## config.mk

```make
export PLATFORM = sky130hd
export DESIGN_NAME = dmem_arbiter
export DESIGN_NICKNAME = d
export VERILOG_FILES = /design/src/rtl/dmem_arbiter.sv
export SDC_FILE = /design/constraint.sdc
export NUM_CORES = 1
export LEC_CHECK = 0
export CORE_MARGIN = 4
export CORE_UTILIZATION = 42
export DETAILED_ROUTE_END_ITERATION = 12
export PLACE_DENSITY = 0.82
export SYNTH_ARGS = -nofsm -noshare
export SYNTH_HDL_FRONTEND = slang
export SYNTH_SLANG_ARGS = --single-unit
```

## constraint.sdc

```tcl
create_clock -name clk -period 2.1 [get_ports clk]
set_input_delay 0.21 -clock clk [delete_from_list [all_inputs] [get_ports clk]]
set_output_delay 0.21 -clock clk [all_outputs]
set_load 0.03 [all_outputs]
```

## src/rtl/dmem_arbiter.sv

```systemverilog
// -----------------------------------------------------------------------------
// dmem_arbiter
//   Data-memory access controller between two memory masters and a single-port
//   word-organised data RAM. Master 0 is the CPU load/store unit, master 1 the
//   debug/DMA loader. Requests are arbitrated round-robin. The winner's fields
//   are latched, converted into a RAM word access (word address, byte-lane
//   select, replicated write data) and load data is aligned and sign/zero
//   extended. Illegal or misaligned accesses never touch the RAM and complete
//   with err=1.
//
//   Each transaction takes three cycles: IDLE (arbitrate) -> ACCESS (gnt, RAM
//   strobe) -> RESP (rvalid with rdata/err).
//
// Ports
//   clk, rst        clock (rising edge), asynchronous active-low reset
//   mN_req          request, held until mN_gnt
//   mN_we           1 = store, 0 = load
//   mN_size         00 byte, 01 halfword, 10 word, 11 illegal
//   mN_sext         loads: 1 sign-extend, 0 zero-extend
//   mN_addr         byte address
//   mN_wdata        right-aligned store data
//   mN_gnt          one-cycle grant (request fields have been latched)
//   mN_rvalid       one-cycle completion strobe
//   mN_rdata        aligned/extended load data, valid with mN_rvalid
//   mN_err          misaligned/illegal access flag, valid with mN_rvalid
//   ram_we/ram_ld   RAM write / load enable
//   ram_sel         RAM byte-lane select
//   ram_addr        RAM word address (addr[ADDR_W-1:2])
//   ram_din         RAM write data
//   ram_dout        RAM read data (combinational)
// -----------------------------------------------------------------------------
module dmem_arbiter #(
    parameter int ADDR_W = 12
) (
    input  logic              clk,
    input  logic              rst,

    input  logic              m0_req,
    input  logic              m0_we,
    input  logic [1:0]        m0_size,
    input  logic              m0_sext,
    input  logic [ADDR_W-1:0] m0_addr,
    input  logic [31:0]       m0_wdata,
    output logic              m0_gnt,
    output logic              m0_rvalid,
    output logic [31:0]       m0_rdata,
    output logic              m0_err,

    input  logic              m1_req,
    input  logic              m1_we,
    input  logic [1:0]        m1_size,
    input  logic              m1_sext,
    input  logic [ADDR_W-1:0] m1_addr,
    input  logic [31:0]       m1_wdata,
    output logic              m1_gnt,
    output logic              m1_rvalid,
    output logic [31:0]       m1_rdata,
    output logic              m1_err,

    output logic              ram_we,
    output logic [3:0]        ram_sel,
    output logic              ram_ld,
    output logic [ADDR_W-3:0] ram_addr,
    output logic [31:0]       ram_din,
    input  logic [31:0]       ram_dout
);

    typedef enum logic [1:0] {
        S_IDLE   = 2'b00,
        S_ACCESS = 2'b01,
        S_RESP   = 2'b10
    } state_t;

    state_t              state_q, state_d;
    logic                last_q,  last_d;   // master granted most recently
    logic                win_q,   win_d;    // master owning the current access
    logic                we_q,    we_d;
    logic [1:0]          size_q,  size_d;
    logic                sext_q,  sext_d;
    logic [ADDR_W-1:0]   addr_q,  addr_d;
    logic [31:0]         wdata_q, wdata_d;
    logic [31:0]         rdata_q, rdata_d;
    logic                err_q,   err_d;

    logic                pick;
    logic                legal;
    logic [3:0]          sel_w;
    logic [31:0]         din_w;
    logic [31:0]         shifted;
    logic [7:0]          byte_v;
    logic [15:0]         half_v;
    logic [31:0]         load_w;

    // ------------------------------------------------------------------
    // Legality and lane decode of the latched access
    // ------------------------------------------------------------------
    always_comb begin
        legal = 1'b0;
        sel_w = '0;
        din_w = wdata_q;
        case (size_q)
            2'b00: begin
                legal = 1'b1;
                sel_w = 4'b0001 << addr_q[1:0];
                din_w = {4{wdata_q[7:0]}};
            end
            2'b01: begin
                legal = ~addr_q[0];
                sel_w = addr_q[1] ? 4'b1100 : 4'b0011;
                din_w = {2{wdata_q[15:0]}};
            end
            2'b10: begin
                legal = (addr_q[1:0] == 2'b00);
                sel_w = 4'b1111;
                din_w = wdata_q;
            end
            default: begin
                legal = 1'b0;
                sel_w = '0;
                din_w = wdata_q;
            end
        endcase
    end

    // ------------------------------------------------------------------
    // Load data alignment and extension
    // ------------------------------------------------------------------
    always_comb begin
        shifted = ram_dout >> {addr_q[1:0], 3'b000};
        byte_v  = shifted[7:0];
        half_v  = addr_q[1] ? ram_dout[31:16] : ram_dout[15:0];
        case (size_q)
            2'b00:   load_w = {{24{sext_q & byte_v[7]}}, byte_v};
            2'b01:   load_w = {{16{sext_q & half_v[15]}}, half_v};
            default: load_w = ram_dout;
        endcase
    end

    // Only one requester: it wins regardless of the pointer. Both: the one
    // not granted last time wins.
    assign pick = (m0_req && m1_req) ? ~last_q : ~m0_req;

    // ------------------------------------------------------------------
    // Next state
    // ------------------------------------------------------------------
    always_comb begin
        state_d = state_q;
        last_d  = last_q;
        win_d   = win_q;
        we_d    = we_q;
        size_d  = size_q;
        sext_d  = sext_q;
        addr_d  = addr_q;
        wdata_d = wdata_q;
        rdata_d = rdata_q;
        err_d   = err_q;

        case (state_q)
            S_IDLE: begin
                if (m0_req || m1_req) begin
                    win_d   = pick;
                    last_d  = pick;
                    we_d    = pick ? m1_we    : m0_we;
                    size_d  = pick ? m1_size  : m0_size;
                    sext_d  = pick ? m1_sext  : m0_sext;
                    addr_d  = pick ? m1_addr  : m0_addr;
                    wdata_d = pick ? m1_wdata : m0_wdata;
                    state_d = S_ACCESS;
                end
            end
            S_ACCESS: begin
                // Stores and illegal accesses respond with zero data.
                rdata_d = (legal && !we_q) ? load_w : '0;
                err_d   = ~legal;
                state_d = S_RESP;
            end
            S_RESP: begin
                state_d = S_IDLE;
            end
            default: begin
                state_d = S_IDLE;
            end
        endcase
    end

    // ------------------------------------------------------------------
    // Outputs (all decoded from registered state, so reset clears them
    // asynchronously)
    // ------------------------------------------------------------------
    always_comb begin
        m0_gnt    = 1'b0;
        m1_gnt    = 1'b0;
        m0_rvalid = 1'b0;
        m1_rvalid = 1'b0;
        m0_rdata  = '0;
        m1_rdata  = '0;
        m0_err    = 1'b0;
        m1_err    = 1'b0;
        ram_we    = 1'b0;
        ram_ld    = 1'b0;
        ram_sel   = '0;
        ram_addr  = '0;
        ram_din   = '0;

        if (state_q == S_ACCESS) begin
            m0_gnt = ~win_q;
            m1_gnt = win_q;
            if (legal) begin
                ram_we   = we_q;
                ram_ld   = ~we_q;
                ram_sel  = sel_w;
                ram_addr = addr_q[ADDR_W-1:2];
                ram_din  = we_q ? din_w : '0;
            end
        end

        if (state_q == S_RESP) begin
            if (win_q) begin
                m1_rvalid = 1'b1;
                m1_rdata  = rdata_q;
                m1_err    = err_q;
            end else begin
                m0_rvalid = 1'b1;
                m0_rdata  = rdata_q;
                m0_err    = err_q;
            end
        end
    end

    // ------------------------------------------------------------------
    // State registers
    // ------------------------------------------------------------------
    always_ff @(posedge clk or negedge rst) begin
        if (!rst) begin
            state_q <= S_IDLE;
            last_q  <= 1'b1;
            win_q   <= 1'b0;
            we_q    <= 1'b0;
            size_q  <= '0;
            sext_q  <= 1'b0;
            addr_q  <= '0;
            wdata_q <= '0;
            rdata_q <= '0;
            err_q   <= 1'b0;
        end else begin
            state_q <= state_d;
            last_q  <= last_d;
            win_q   <= win_d;
            we_q    <= we_d;
            size_q  <= size_d;
            sext_q  <= sext_d;
            addr_q  <= addr_d;
            wdata_q <= wdata_d;
            rdata_q <= rdata_d;
            err_q   <= err_d;
        end
    end

endmodule

```

======== Word-level counts from Yosys, hierarchy flattened ========
Index checks and enable logic that the tools add are counted.
operators by class
  eq/ne operators ......................... 5
  shift-type cells ........................ 2
  mux-type cells .......................... 40
  bitwise operators ....................... 8
  reduce and logical (&&, ||, !) cells .... 8
operators with widths
  cell                                                                number
  32-bit two-way mux                                                  9
  32-bit case mux with 2 select lines                                 2
  32-bit by 5-bit >> shifter with 8-bit output                        1
  10-bit two-way mux                                                  2
  1-bit two-way mux                                                   17
  16-bit two-way mux                                                  1
  12-bit two-way mux                                                  1
  4-bit two-way mux                                                   3
  4-bit case mux with 3 select lines                                  1
  2-bit logical NOT                                                   3
  1-bit inverter                                                      6
  2-bit by 1-bit == test with 1-bit output (second input constant)    2
  2-bit == test (second input constant)                               2
  2-bit two-way mux                                                   2
  2-bit case mux with 2 select lines                                  1
  1-bit by 2-bit left shift with 4-bit output (first input constant)  1
  1-bit case mux with 3 select lines                                  1
  1-bit AND                                                           2
  1-bit logical AND                                                   2
  2-bit != test (second input constant)                               1
  2-bit AND reduction                                                 1
  1-bit logical NOT                                                   1
  1-bit logical OR                                                    1
storage, ports and cells
  bits in registers ....................... 85
  bits of input ports ..................... 132
  output and inout port bits .............. 118
  word-level logic and storage cells ...... 73

======== Logic depth before layout (Yosys ltp) ========
Gate-level depths: netlist of run 1.
  word-level depth ........................ 5
  mapped depth ............................ 10
  gate-level depth less buffers ........... 6

======== Worst setup path before layout of run 1 ========
No wires, ideal clock.
  kind .................................... register to output
  start ................................... register state_q[1]
  end ..................................... output port ram_sel[0]
  arrival ................................. 2.408 ns
  required time ........................... 1.890 ns
  setup slack ............................. -0.518 ns
  stages on the path, launching flop included .. 5
  buffers on the path ..................... 2
  cells stage by stage .................... dfrtp_1 > nand2b_1 > clkbuf_1 > clkbuf_1 > a2111oi_0
between the ends
  word-level cells in the longest chain between the ends .. 2
ends and longest elaborated chain
  item                                      line  source
  start: declaration                        74    state_t state_q, state_d;
  start signal: assignment                  246   state_q <= state_d;
  2-bit by 1-bit == test with 1-bit output  205   if (state_q == S_ACCESS) begin
  4-bit two-way mux                         205
  end: declaration                          61    output logic [3:0] ram_sel,
Every way passes these cells.

======== Worst setup path after layout of run 1 ========
  start ................................... register size_q[0]
  end ..................................... output port ram_din[14]
between the ends
  word-level cells in the longest chain between the ends .. 5
  elaborated cells between the ends (all ways) .. 8
  classes of those cells .................. eq/ne: 2; mux: 5; reduce/logical: 1
ends and longest elaborated chain
  item                                                                           line  source
  start: declaration                                                             78    logic [1:0] size_q, size_d;
  start signal: assignment                                                       250   size_q <= size_d;
  2-bit by 1-bit == test with 1-bit output or 2-bit logical NOT (tied branches)  101   case (size_q)
  32-bit case mux with 2 select lines                                            101
  32-bit two-way mux                                                             213   ram_din = we_q ? din_w : '0;
  32-bit two-way mux (*)                                                         208   if (legal) begin
  32-bit two-way mux (*)                                                         205
  end: declaration                                                               64    output logic [31:0] ram_din,
Mark *: on every way between the ends. The rest lies on a longest branch, timed or not.

==> metrics.cfg, run 1 <==
[detailed_routing]
viasPerCell=5.47
drt_iter0_markers=293
wirelength_um=19000
drtPass1Iterations=6
drc=0
num_vias=5497
ant_nets=0
wire_per_inst_um=18.9

[critical_path]
crit_family=simple AND/OR/NAND/NOR gates
reg2reg_depth=10
r2r-end=rdata_q[17]$_DFFE_PN0P_
path_depth=7
endpoint_kind=primary output
path_class=flop to primary output
crit_path_max_fanout=9
cp_cell_sequence=buf_6 > or3_4 > a21oi_4 > nand2_4 > buf_12 > a21oi_2 > buf_6
crit_required_ns=1.89
crit_path_max_incr_delay_ns=0.40
cp-start-kind=flop
worst-path-buf-inv=3
critPathLaunch=size_q[0]$_DFFE_PN0P_
reg2reg_slack_ns=0.05
arrival_ns=2.09
worstReg2RegStart=size_q[0]$_DFFE_PN0P_
timing.critical_path.mode_cell=buf_6
crit_slowest_cell=dfrtp_1
crit_path_end=ram_din[14]

[run]
drv_cap=0

[grt]
grt_pass1_vias=5659
grt_max_degree=47
grt_pass1_wl_um=29300
antenna_found_initial=0
grt_util_all_layers_pct=25.9
overflow=0

[floorplanning]
coreArea_mm2=0.0121
die_x_um=119
rows=40
initial_core_util_pct=43.0
die_h_um=119
io_pins=250
die-area_mm2=0.0142

[yosys]
yosysWarnings=0
syn_inst=575
yosys.area.top_type_share_pct=40.5
syn_nets=707
netlist_top_cells_area=dfrtp_1 (41%), mux2i_1 (14%), and2_1 (9.5%), a21oi_1 (6.9%), nor2_1 (5.7%)
synth.distinct_cells=46
syn_avg_cell_area_um2=9.02
ys_ff_latch=85
syn-cell-area_mm2=0.00518
ys_seq_area_share_pct=41.0
yosysTopAreaCell=dfrtp_1

[pwr]
leakage_nw=4.08
p_total_mw=10.3
p_per_area_mw_per_mm2=1190
ir_drop_mv=0.674

[sta]
worstMarginPinSlew_ns=0.528
setup_slack_ns=-0.198
final-hold-violation-count=0
slew_viol_final=0
tns_ns=-5.93
layout_worst_path_cycle_share_pct=109
fmax_mhz=435
whs_ns=0.394
rsz0062_at_grt=true
skew_ns=0.00969
finalSetupViolCount=45
period_needed_ns=2.30
slew_headroom_pct=64.8

[cts]
numCtsBuffers=9
cts-htree-levels=3
clk_latency_ns=0.33
cts_tree=yes
root_buffer=clkbuf_16
clk_path_buf_depth=2
clk_pin_slew_ns=0.07
clkSinkCount=85

[final_layout]
area_delta_synth_final_pct=67.2
num-fill-cells=901
final_cells=1005
finalNetCount=964
num_antenna_cells=0
drive_above_1_share_pct=27.2

[status]
outcome=finished with violations
violations=setup timing

[placement]
port_buffers=249
dpl.hpwl_um=13900
dp.cells=976
place_congestion=0.844
pre_cts_slack_ns=0.0120

[hold_path]
hold_path_class=primary input to async pin

==> Yosys cell counts (all sizes together) <==
cell and count:
dfrtp 84, and2 79, nor2 79, a21oi 72, mux2i 72, clkbuf 41, nand2 38, a221o 16
o21ai 12, a22o 11, buf 9, a22oi 8, and3 8, o211ai 8, or3 6, inv 5
mux4 3, mux2 2, nor2b 2, nor3 2, o21a 2, a2111oi 1, a211o 1, a211oi 1
a21o 1, a221oi 1, a31o 1, and3b 1, and4b 1, dfstp 1, nand2b 1, nand4 1
nor3b 1, o21ba 1, o21bai 1, or2 1, or4 1
==> power breakdown <==
part | switching [mW] | internal, mW | leakage, nW | total [mW]
logic | 3.09 | 2.46 | 2.90 | 5.55
registers | 0.669 | 2.40 | 1.03 | 3.07
clock network | 0.646 | 1.08 | 0.152 | 1.72
==> per-stage QoR <==
step / area, um^2 / util [%]
after floorplan: 5200 / -
after global placement: 7890 / 65.4
after detailed placement: 7890 / 65.4
after CTS: 8510 / 70.6
after global routing: 8670 / 71.9
final: 8670 / 71.9
==> timing repair <==
item / in CTS / in global routing
gates cloned: 1 / 1
endpoints found under the setup margin: 66 / 58
setup buffers: 3 / 9
endpoints found under the hold margin: 39 / 0
resized for setup: 75 / 30
pin swaps: 3 / 6
hold buffers: 1 / 0
==> how the worst min path moves through the flow <==
stage | from | endpoint | slack, ns
3_5_place_dp | rst | rdata_q[20]$_DFFE_PN0P_ | 0.22
4_1_cts | rst | rdata_q[20]$_DFFE_PN0P_ | 0.42
2_1_floorplan | rst | addr_q[0]$_DFFE_PN0P_ | -0.09
3_3_place_gp | rst | rdata_q[18]$_DFFE_PN0P_ | 0.22
6_report | rst | rdata_q[20]$_DFFE_PN0P_ | 0.39
5_1_grt | rst | rdata_q[20]$_DFFE_PN0P_ | 0.45
==> cells in the final DEF, fill, tap and decap left out, types with 4 or more instances in the layout <==
cell / n
a21oi_1: 63
a21oi_4: 7
a221o_1: 6
a221o_2: 10
a22o_1: 11
a22oi_1: 8
and2_1: 76
and3_1: 6
buf_12: 18
buf_4: 101
buf_6: 35
clkbuf_16: 10
clkdlybuf4s50_1: 130
dfrtp_1: 83
dlygate4sd2_1: 7
inv_1: 4
mux2i_1: 72
nand2_1: 35
nor2_1: 68
nor2_2: 4
nor2_4: 7
o211ai_1: 8
o21ai_0: 11
or3_1: 5
==> kinds of logic after synthesis <==
group	after synthesis	share of synthesized area [%]
AND/OR/NAND/NOR	221	21.4
AO/OA/AOI/OAI	137	17.2
flip-flops	85	41.0
multiplexers	77	15.6
buffers and inverters	55	4.71
==> layer usage <==
layer / vias to the layer above / part of all wire (%) / routed length (um) / global-route usage, %
met5: - / 0 / 0 / 0
met4: 0 / 2.5 / 474 / 8.83
met3: 32 / 8.0 / 1520 / 5.37
met2: 310 / 51 / 9760 / 46.9
met1: 2636 / 38 / 7260 / 30.4
li1: 2519 / - / - / -
==> registers in the layout (all words and copies together) (netlist names) <==
register  cells
size_q        2
win_q         1
we_q          1
rdata_q      32
state_q       2
last_q        1
addr_q       12
sext_q        1
err_q         1
wdata_q      32
==> worst register-to-register path: stages (launching register included) <==
cell,delay (ns)
dfrtp_1,0.40
buf_4,0.14
buf_4,0.12
or4_4,0.53
nand2_4,0.09
nand2_4,0.06
inv_4,0.08
buf_4,0.13
and2_4,0.16
buf_4,0.14
a221o_1,0.14
==> area by class of cell <==
type	instances	area, um^2	area share, %
clock inverter	5	83.8	0.967
tap	168	210	2.42
clock buffer	11	243	2.80
timing repair buffer	296	2950	34.0
multi-input combinational	435	3040	35.0
inverter	5	21.3	0.245
sequential	85	2130	24.6
Note: power is estimated with default switching activity, not from simulation.
==> run 2, diff against run 1 <==
--- a/config.mk
+++ b/config.mk
@@ -6,9 +6,11 @@
 export NUM_CORES = 1
 export LEC_CHECK = 0
 export CORE_MARGIN = 4
-export CORE_UTILIZATION = 42
+export CORE_UTILIZATION = 40
+export CTS_CLUSTER_DIAMETER = 60
 export DETAILED_ROUTE_END_ITERATION = 12
-export PLACE_DENSITY = 0.82
+export PLACE_DENSITY = 0.79
+export SETUP_SLACK_MARGIN = 0.4
 export SYNTH_ARGS = -nofsm -noshare
 export SYNTH_HDL_FRONTEND = slang
 export SYNTH_SLANG_ARGS = --single-unit
==> metrics.cfg, run 2 (synthesized netlist as in run 1, its figures left out) <==
[final_layout]
drive_above_1_share_pct=45.6  ; +18 points
layout_common_cells=buf_6 (138), clkdlybuf4s50_1 (130), dfrtp_1 (80), and2_4 (77), mux2i_1 (69)
area_delta_synth_final_pct=96.3
num-fill-cells=746  ; -17%
final_common_cell=buf_6
reg.largest.list=rdata_q: 32 flops, wdata_q: 32 flops, addr_q: 12 flops
design_area_mm2=0.0102  ; +17%
num_antenna_cells=0  ; unchanged
finalNetCount=1017  ; +5.5%

[critical_path]
reg2reg_depth=11  ; +1
crit_path_max_fanout=6  ; -3
worstReg2RegStart=addr_q[1]$_DFFE_PN0P_
path_class=flop to primary output
endpoint_kind=primary output
arrival_ns=2.05  ; -0.04 ns
reg2reg_slack_ns=0.07  ; +0.02 ns
r2r-end=rdata_q[15]$_DFFE_PN0P_
cp-start-kind=flop
crit_required_ns=1.89  ; about the same

[sta]
layout_worst_path_cycle_share_pct=107  ; -2.0 points
period_needed_ns=2.26  ; -0.0416 ns
slew_headroom_pct=66.0  ; +1.2 points
whs_ns=0.357  ; -0.0372 ns
fmax_mhz=443  ; +1.8%
skew_ns=0.0111  ; +0.00142 ns
rsz0062_at_grt=true
final-hold-violation-count=0  ; unchanged
slew_viol_final=0  ; unchanged
finalSetupViolCount=44  ; -2.2%
worstMarginPinSlew_ns=0.510  ; -0.0179 ns
setup_slack_ns=-0.156  ; +0.0416 ns

[pwr]
p_total_mw=12.3  ; +19%
leakage_nw=4.60  ; +13%
p_per_area_mw_per_mm2=1210  ; +1.1%
ir_drop_mv=0.635  ; -5.9%

[detailed_routing]
ant_nets=0  ; unchanged
drtPass1Iterations=5  ; -1
num_vias=6057  ; +10%
viasPerCell=5.70  ; +4.3%
wirelength_um=24300  ; +28%
drt_iter0_markers=562  ; +92%
wire_per_inst_um=22.9  ; +21%
drc=0  ; unchanged

[cts]
clkSinkCount=85  ; unchanged
cts-htree-levels=3  ; unchanged
clk_path_buf_depth=2  ; unchanged
clk_latency_ns=0.35  ; +0.02 ns
clk_pin_slew_ns=0.07  ; about the same
root_buffer=clkbuf_16
cts_tree=yes
numCtsBuffers=9  ; unchanged

[floorplanning]
initial_core_util_pct=40.9  ; -2.1 points
die-area_mm2=0.0148  ; +4.7%
rows=41  ; +2.5%
io_pins=250  ; unchanged
coreArea_mm2=0.0127  ; +5.1%
die_h_um=122  ; +2.3%
die_x_um=122  ; +2.3%

[grt]
grt_max_degree=53  ; +13%
grt_pass1_wl_um=32500  ; +11%
grt_pass1_vias=6047  ; +6.9%
overflow=0  ; unchanged
antenna_found_initial=0  ; unchanged
grt_util_all_layers_pct=28.8  ; +2.9 points

[status]
violations=setup timing
outcome=finished with violations

[hold_path]
hold_path_class=primary input to async pin

[placement]
place_congestion=0.883  ; +4.6%
port_buffers=249  ; unchanged
dpl_cell_area_mm2=0.00804  ; +1.9%
dpl.hpwl_um=14200  ; +2.5%
pre_cts_slack_ns=0.117  ; +0.105 ns

[run]
drv_cap=0  ; unchanged

run 2: cell types whose count changed in the layout (fill, tap and decap cells not counted), moves of 7 or more:
cell / delta
buf_4: -64
and2_4: +74
buf_16: +8
dlygate4sd2_1: -7
and2_1: -74
o21ai_0: -11
nor2_4: +9
buf_6: +103
run 2: layout make-up:
type	instances	area (um^2)	share of cell area, %
repair buffers	348	4040	39.7
flip-flops and latches	85	2130	21.0
multi-input cells	436	3470	34.1
clock buffers	9	225	2.21
well taps	172	215	2.11
clock inverters	7	57.6	0.566
inverters	5	35.0	0.344
run 2: through the flow:
stage | TNS (ns) | instances | util, %
finish | -3.65 | 1062 | 80.3
global route | -5.45 | 1062 | 80.3
CTS | -3.68 | 1030 | 74.4
detailed placement | 0 | 978 | 63.5
global placement | 0 | 978 | 63.5
floorplan | 0 | 575 | -
run 2: per-layer routing:
layer,track usage [%],part of all wire [%],up-vias
met3,6.41,8.7,96
li1,-,-,2641
met4,14.2,5.4,0
met1,32.9,35,2909
met2,50.8,51,411
met5,0,0,-
run 2: critical path, stage by stage, from the launching register on:
cell and delay, ns:
dfrtp_1 0.42, or3_4 0.43, a21oi_4 0.15, buf_12 0.14, nand2_8 0.09, buf_12 0.17
a21oi_4 0.14, buf_6 0.15
run 2: how the worst max path moves through the flow:
stage / endpoint / start / depth (start not counted) / slack [ns]
after floorplan: rdata_q[31]$_DFFE_PN0P_ / addr_q[1]$_DFFE_PN0P_ / 9 / 0.25
after global placement: rdata_q[27]$_DFFE_PN0P_ / we_q$_DFFE_PN0P_ / 6 / 0.15
after detailed placement: rdata_q[19]$_DFFE_PN0P_ / addr_q[0]$_DFFE_PN0P_ / 6 / 0.12
after CTS: ram_din[13] / size_q[0]$_DFFE_PN0P_ / 6 / -0.14
after global routing: ram_din[13] / addr_q[1]$_DFFE_PN0P_ / 7 / -0.19
final: ram_din[13] / addr_q[1]$_DFFE_PN0P_ / 7 / -0.16
run 2: power by group:
group / internal, mW / leakage, nW / total, mW / switching [mW]
Combinational: 3.65 / 3.45 / 7.54 / 3.89
Sequential: 2.41 / 1.02 / 3.19 / 0.788
Clock: 0.816 / 0.129 / 1.54 / 0.726
run 2: timing repair:
item,CTS,global route
gates cloned,10,7
gates resized for setup,201,112
hold buffers,1,0
setup endpoints to repair,148,174
setup buffers,25,25
pin swaps,19,27
hold endpoints to repair,34,0
==> run 3, diff against run 2 <==
--- a/config.mk
+++ b/config.mk
@@ -5,6 +5,7 @@
 export SDC_FILE = /design/constraint.sdc
 export NUM_CORES = 1
 export LEC_CHECK = 0
+export ABC_CLOCK_PERIOD_IN_PS = 2100
 export CORE_MARGIN = 4
 export CORE_UTILIZATION = 40
 export CTS_CLUSTER_DIAMETER = 60
==> results of run 3 <==
Final layout, timing and power as in run 2 (identical DEF).
==> RTL edit 1: new RTL, settings of run 3 <==
Take the reset off `wdata_q` and load it in a clocked block of its own.
--- a/src/rtl/dmem_arbiter.sv
+++ b/src/rtl/dmem_arbiter.sv
@@ -241,3 +241,2 @@
             addr_q  <= '0;
-            wdata_q <= '0;
             rdata_q <= '0;
@@ -252,3 +251,2 @@
             addr_q  <= addr_d;
-            wdata_q <= wdata_d;
             rdata_q <= rdata_d;
@@ -258,2 +256,6 @@
 
+    always_ff @(posedge clk) begin
+        wdata_q <= wdata_d;
+    end
+
 endmodule
Behaviour: no difference found for any inputs over 10 cycles, from zero or initial values and one cycle with rst low; that may be too few to reach the edited logic, so the function may still have changed.
==> RTL edit 1 against run 3 <==
The run still ends with negative setup slack left. Total power shrank 13%. Worst setup slack gained 4.1 ps. Synthesized area shrank 2.5%. Sequential power is 6.9% lower. Sequential cell count stayed put. Via count decreased by 8.4%. Design area is 3.9% lower. Critical endpoint is now ram_din[14]. Worst hold slack better by 26 ps. Register-to-register slack worse by 130 ps. Wire length shrank 8.1%. Highest routed layer unchanged. Clock power about the same.
==> RTL edit 1: results (changes against run 3) <==
Status -> finished, violations left
Violated checks -> negative setup slack
GRT Util Overall -> 28.8% (+0.043 points)
Vias in the first global route -> 5727 (-5.3%)
Met2 routed WL -> 11600 microns (-6.4%)
DRT met1 WL -> 7830 microns (-8.5%)
Final clock skew -> 5.83 ps (-5.28 ps)
EDFF count, synth -> 32 (+32)
Routed vias -> 5547 (-8.4%)
Synth Net Count -> 635 (-10%)
Final WL -> 22400 microns (-8.1%)
Ranking of synthesized cells by area -> dfrtp_1 26%, edfxtp_1 19%, and2_1 10%
Worst Max-Slew Pin Slew -> 553 ps (+42.7 ps)
Unique masters post-synth -> 43 (-6.5%)
Fillers -> 745 (-0.13%)
Setup_tns -> -3850 ps (-193 ps)
Met3 WL -> 1910 microns (-9.6%)
DR WL/cell -> 22.7 microns (-0.82%)
Met1 GRT Util -> 33.4% (+0.51 points)
Hpwl dp -> 13700 microns (-3.6%)
Lkg Pwr -> 0.00427 uW (-7.2%)
Share of cells above drive strength 1 -> 48.7% (+3.0 points)
Combinational share of power -> 57.8% (-3.6 points)
Synth cell count leaders -> 82 x and2_1, 52 x dfrtp_1, 48 x nor2_1, 40 x a21oi_1, 36 x mux2_2
Sw Pwr -> 4390 uW (-19%)
Met3 usage -> 5.57% (-0.84 points)
Met2 Resource Use GR -> 52.5% (+1.7 points)
Drt first-iter violations -> 617 (+9.8%)
Comb pwr -> 6190 uW (-18%)
Clock transition at path regs -> 60 ps
Worst-path fanout max -> 8 (+2)
Max IR drop VDD -> 0.653 mV (+2.8%)
Layout Nets -> 943 (-7.3%)
First-pass GRT wire length -> 32500 microns (-0.15%)
Routability cong. -> 0.854 (-3.3%)
Post-Syn Instances -> 503 (-13%)
Asr flop ratio synth -> 62.4% (-38 points)
CTS Buf Count -> 9 (unchanged)
Largest net degree at the start of global routing -> 41 (-23%)
Post-synthesis sequential area ratio -> 45.3% (+4.2 points)
Final Worst Setup Slack -> -152 ps (+4.13 ps)
Dpl cells -> 908 (-7.2%)
Syn. warnings -> 0 (unchanged)
Final setup fails -> 48 (+9.1%)
Fraction of power consumed by the clock network -> 14.4% (+1.8 points)
==> RTL edit 1: cell families after synthesis <==
kind of cell           Yosys count  synth area share, %
AO/OA/AOI/OAI                  102                 13.9
AND/OR/NAND/NOR                199                 21.0
buffers and inverters           45                 3.79
multiplexers                    72                 16.0
flip-flops                      85                 45.3
==> RTL edit 1: per-stage QoR <==
stage,worst slack (ps),area [sq um],util [%]
after floorplan,254,5370,-
after global placement,155,7930,64.9
after detailed placement,104,7930,64.9
after CTS,-104,9420,77.1
after global routing,-212,9780,80.1
final,-152,9780,80.1
==> RTL edit 1: critical path, cell delays in order, from the launching register on <==
cell and delay [ps]:
dfrtp_1 420, or3_4 400, a21oi_4 180, buf_12 140, nand2_8 90, buf_12 210
a21oi_4 140, buf_12 130
==> RTL edit 1: final timing paths <==
check	from	end	slack (ps)	depth (start not counted)
worst max-delay path	size_q[0]	ram_din[14]	-150	7
worst min-delay path	rst	rdata_q[17]	380	2
worst max register to register	size_q[0]	rdata_q[26]	-60	9
worst min register to register	addr_q[11]	addr_q[11]	520	2
max in group asynchronous	rst	last_q	1050	3
min in group clk	addr_q[11]	addr_q[11]	520	2
==> RTL edit 1: cell type report <==
class | count | share of cell area, %
sequential | 85 | 23.4
clock buffer | 13 | 2.46
timing repair buffer | 334 | 39.1
clock inverter | 3 | 0.397
multi-input combinational | 374 | 32.0
tap | 168 | 2.15
inverter | 7 | 0.499
==> RTL edit 1: repair_timing <==
| action | CTS | global route |
|---|---|---|
| pin swaps | 13 | 9 |
| hold buffers | 1 | 0 |
| resized for setup | 285 | 49 |
| buffers inserted | 32 | 13 |
| gates cloned | 10 | 4 |
| endpoints found under the hold margin | 18 | 0 |
| endpoints found under the setup margin | 145 | 195 |
==> RTL edit 2: new RTL, flow settings as in run 3 <==
Made on the original files. Set the parameter `ADDR_W` to 13 (it was 12).
--- a/src/rtl/dmem_arbiter.sv
+++ b/src/rtl/dmem_arbiter.sv
@@ -32,3 +32,3 @@
 module dmem_arbiter #(
-    parameter int ADDR_W = 12
+    parameter int ADDR_W = 13
 ) (
Interface: changed (resized m0_addr, m1_addr and ram_addr); port bits go from 250 to 253. No check against the original RTL was run, so the function may have changed too.
==> RTL edit 2 against run 3 <==
The run still ends with negative setup slack left. Total power is 5.7% lower. Cell count is 1.4% higher. Clock power is 5% higher. Sequential power is 5% lower. First-iteration DRC count is 18% higher. Sequential share of layout area is 1.5 points higher. Wire length is 11% lower. Core utilization is 7.3 points lower. Synthesized area is 3.7% higher. Count of clock-buffer cells in the layout is 5 higher. Die area is 3.4% higher. Design area is 5.4% lower. Worst setup slack better by 140 ps. Sequential cell count is 1 higher.
==> RTL edit 2: results (changes against run 3) <==
Crit start category -> flip-flop
Final clock skew -> 5.25 ps (-5.86 ps)
Met2 Resource Use GR -> 45.2% (-5.6 points)
Lkg Pwr -> 0.00441 uW (-4.1%)
First-pass GRT wire length -> 30400 microns (-6.6%)
Routed vias -> 5899 (-2.6%)
DRT met1 WL -> 7860 microns (-8.2%)
Worst rel slew slack -> 52.8% (-13 points)
Critical Path End -> ram_din[1]
Fillers -> 910 (+22%)
Share of cells above drive strength 1 -> 35.1% (-11 points)
Setup_tns -> -29.2 ps (+3620 ps)
Drt first-iter violations -> 661 (+18%)
Largest net degree at the start of global routing -> 54 (+1.9%)
Met3 WL -> 2050 microns (-2.8%)
Post-synthesis sequential area ratio -> 40.1% (-0.99 points)
Met2 routed WL -> 10900 microns (-12%)
DR WL/cell -> 20.1 microns (-12%)
Non-CTS buffers -> 332 (-4.6%)
CTS-repair resized insts -> 104 (-48%)
Final Worst Setup Slack -> -16.3 ps (+140 ps)
Violated checks -> negative setup slack
Vias in the first global route -> 5740 (-5.1%)
Data buffer area share -> 35.4% (-4.3 points)
Largest regs -> rdata_q x32, wdata_q x32, addr_q x13
Unique masters post-synth -> 40 (-13%)
Status -> finished, violations left
Met1 GRT Util -> 30.4% (-2.4 points)
Setup bufs post-CTS -> 21 (-16%)
GRT Util Overall -> 26.1% (-2.7 points)
Reg2Reg Depth -> 8 (-3)
Non-clock inverter count -> 11 (+6)
Sink Count -> 86 (+1.2%)
FF-to-FF End -> rdata_q[21]
Max IR drop VDD -> 0.608 mV (-4.3%)
Mean Syn Cell Area -> 8.88 sq um (-1.5%)
Synth Net Count -> 739 (+4.5%)
Synth cell count leaders -> 85 x dfrtp_1, 83 x nor2_1, 82 x a21oi_1, 78 x and2_1, 72 x mux2i_1
PortBufs -> 252 (+1.2%)
Layout Nets -> 1031 (+1.4%)
Routability cong. -> 0.998 (+13%)
Sequential Area -> 2160 sq um (+1.2%)
Met3 usage -> 5.90% (-0.50 points)
Hpwl dp -> 14300 microns (+0.50%)
FF-to-FF setup slack -> 40 ps (-30 ps)
Clkbuf count -> 14 (+5)
Final setup fails -> 5 (-89%)
Multi-input gates -> 457 (+4.8%)
Ranking of synthesized cells by area -> dfrtp_1 40%, mux2i_1 13%, and2_1 9.1%
RTL edit 2: changes by cell type after synthesis, sizes merged, moves of 8 or more:
| cell | change |
|---|---|
| clkbuf | -17 |
| buf | +20 |
| a221o | -8 |
| a21oi | +10 |
| o211ai | -8 |
| a22oi | -8 |
| o21ai | +14 |
RTL edit 2: critical path, cell delays in order (launching register included):
cell	delay [ps]
dfrtp_2	430
o21a_4	240
nor3_4	160
buf_6	150
buf_6	110
buf_6	120
and3_4	200
buf_6	130
RTL edit 2: where the power goes:
group | total (uW) | switching (uW) | internal (uW)
registers | 3030 | 657 | 2370
logic | 6930 | 3730 | 3200
clock network | 1610 | 659 | 951
RTL edit 2: metrics by stage:
stage / utilization [%] / instance area (sq um) / worst slack (ps)
finish: 73.0 / 9630 / -16.3
global route: 73.0 / 9630 / -59.1
CTS: 69.8 / 9210 / 15.2
detailed placement: 62.7 / 8270 / 73.6
global placement: 62.7 / 8270 / 110
floorplan: - / 5660 / 321
RTL edit 2: worst min-delay path by stage:
stage	end	cells past startpoint	startpoint	slack, ps
after global routing	addr_q[9]	3	m0_addr[9]	510
after CTS	wdata_q[18]	3	m0_wdata[18]	480
after floorplan	addr_q[0]	0	rst	-90
final	rdata_q[22]	2	rst	460
after detailed placement	rdata_q[15]	1	rst	300
after global placement	rdata_q[15]	1	rst	290
RTL edit 2: cell families (layout without fill, tap and decap cells):
group	after synthesis	in the layout	synth area share [%]
AND/OR/NAND/NOR	228	230	21.8
multiplexers	77	77	14.9
buffers and inverters	64	358	5.47
flip-flops	86	86	40.1
AO/OA/AOI/OAI	150	150	17.8
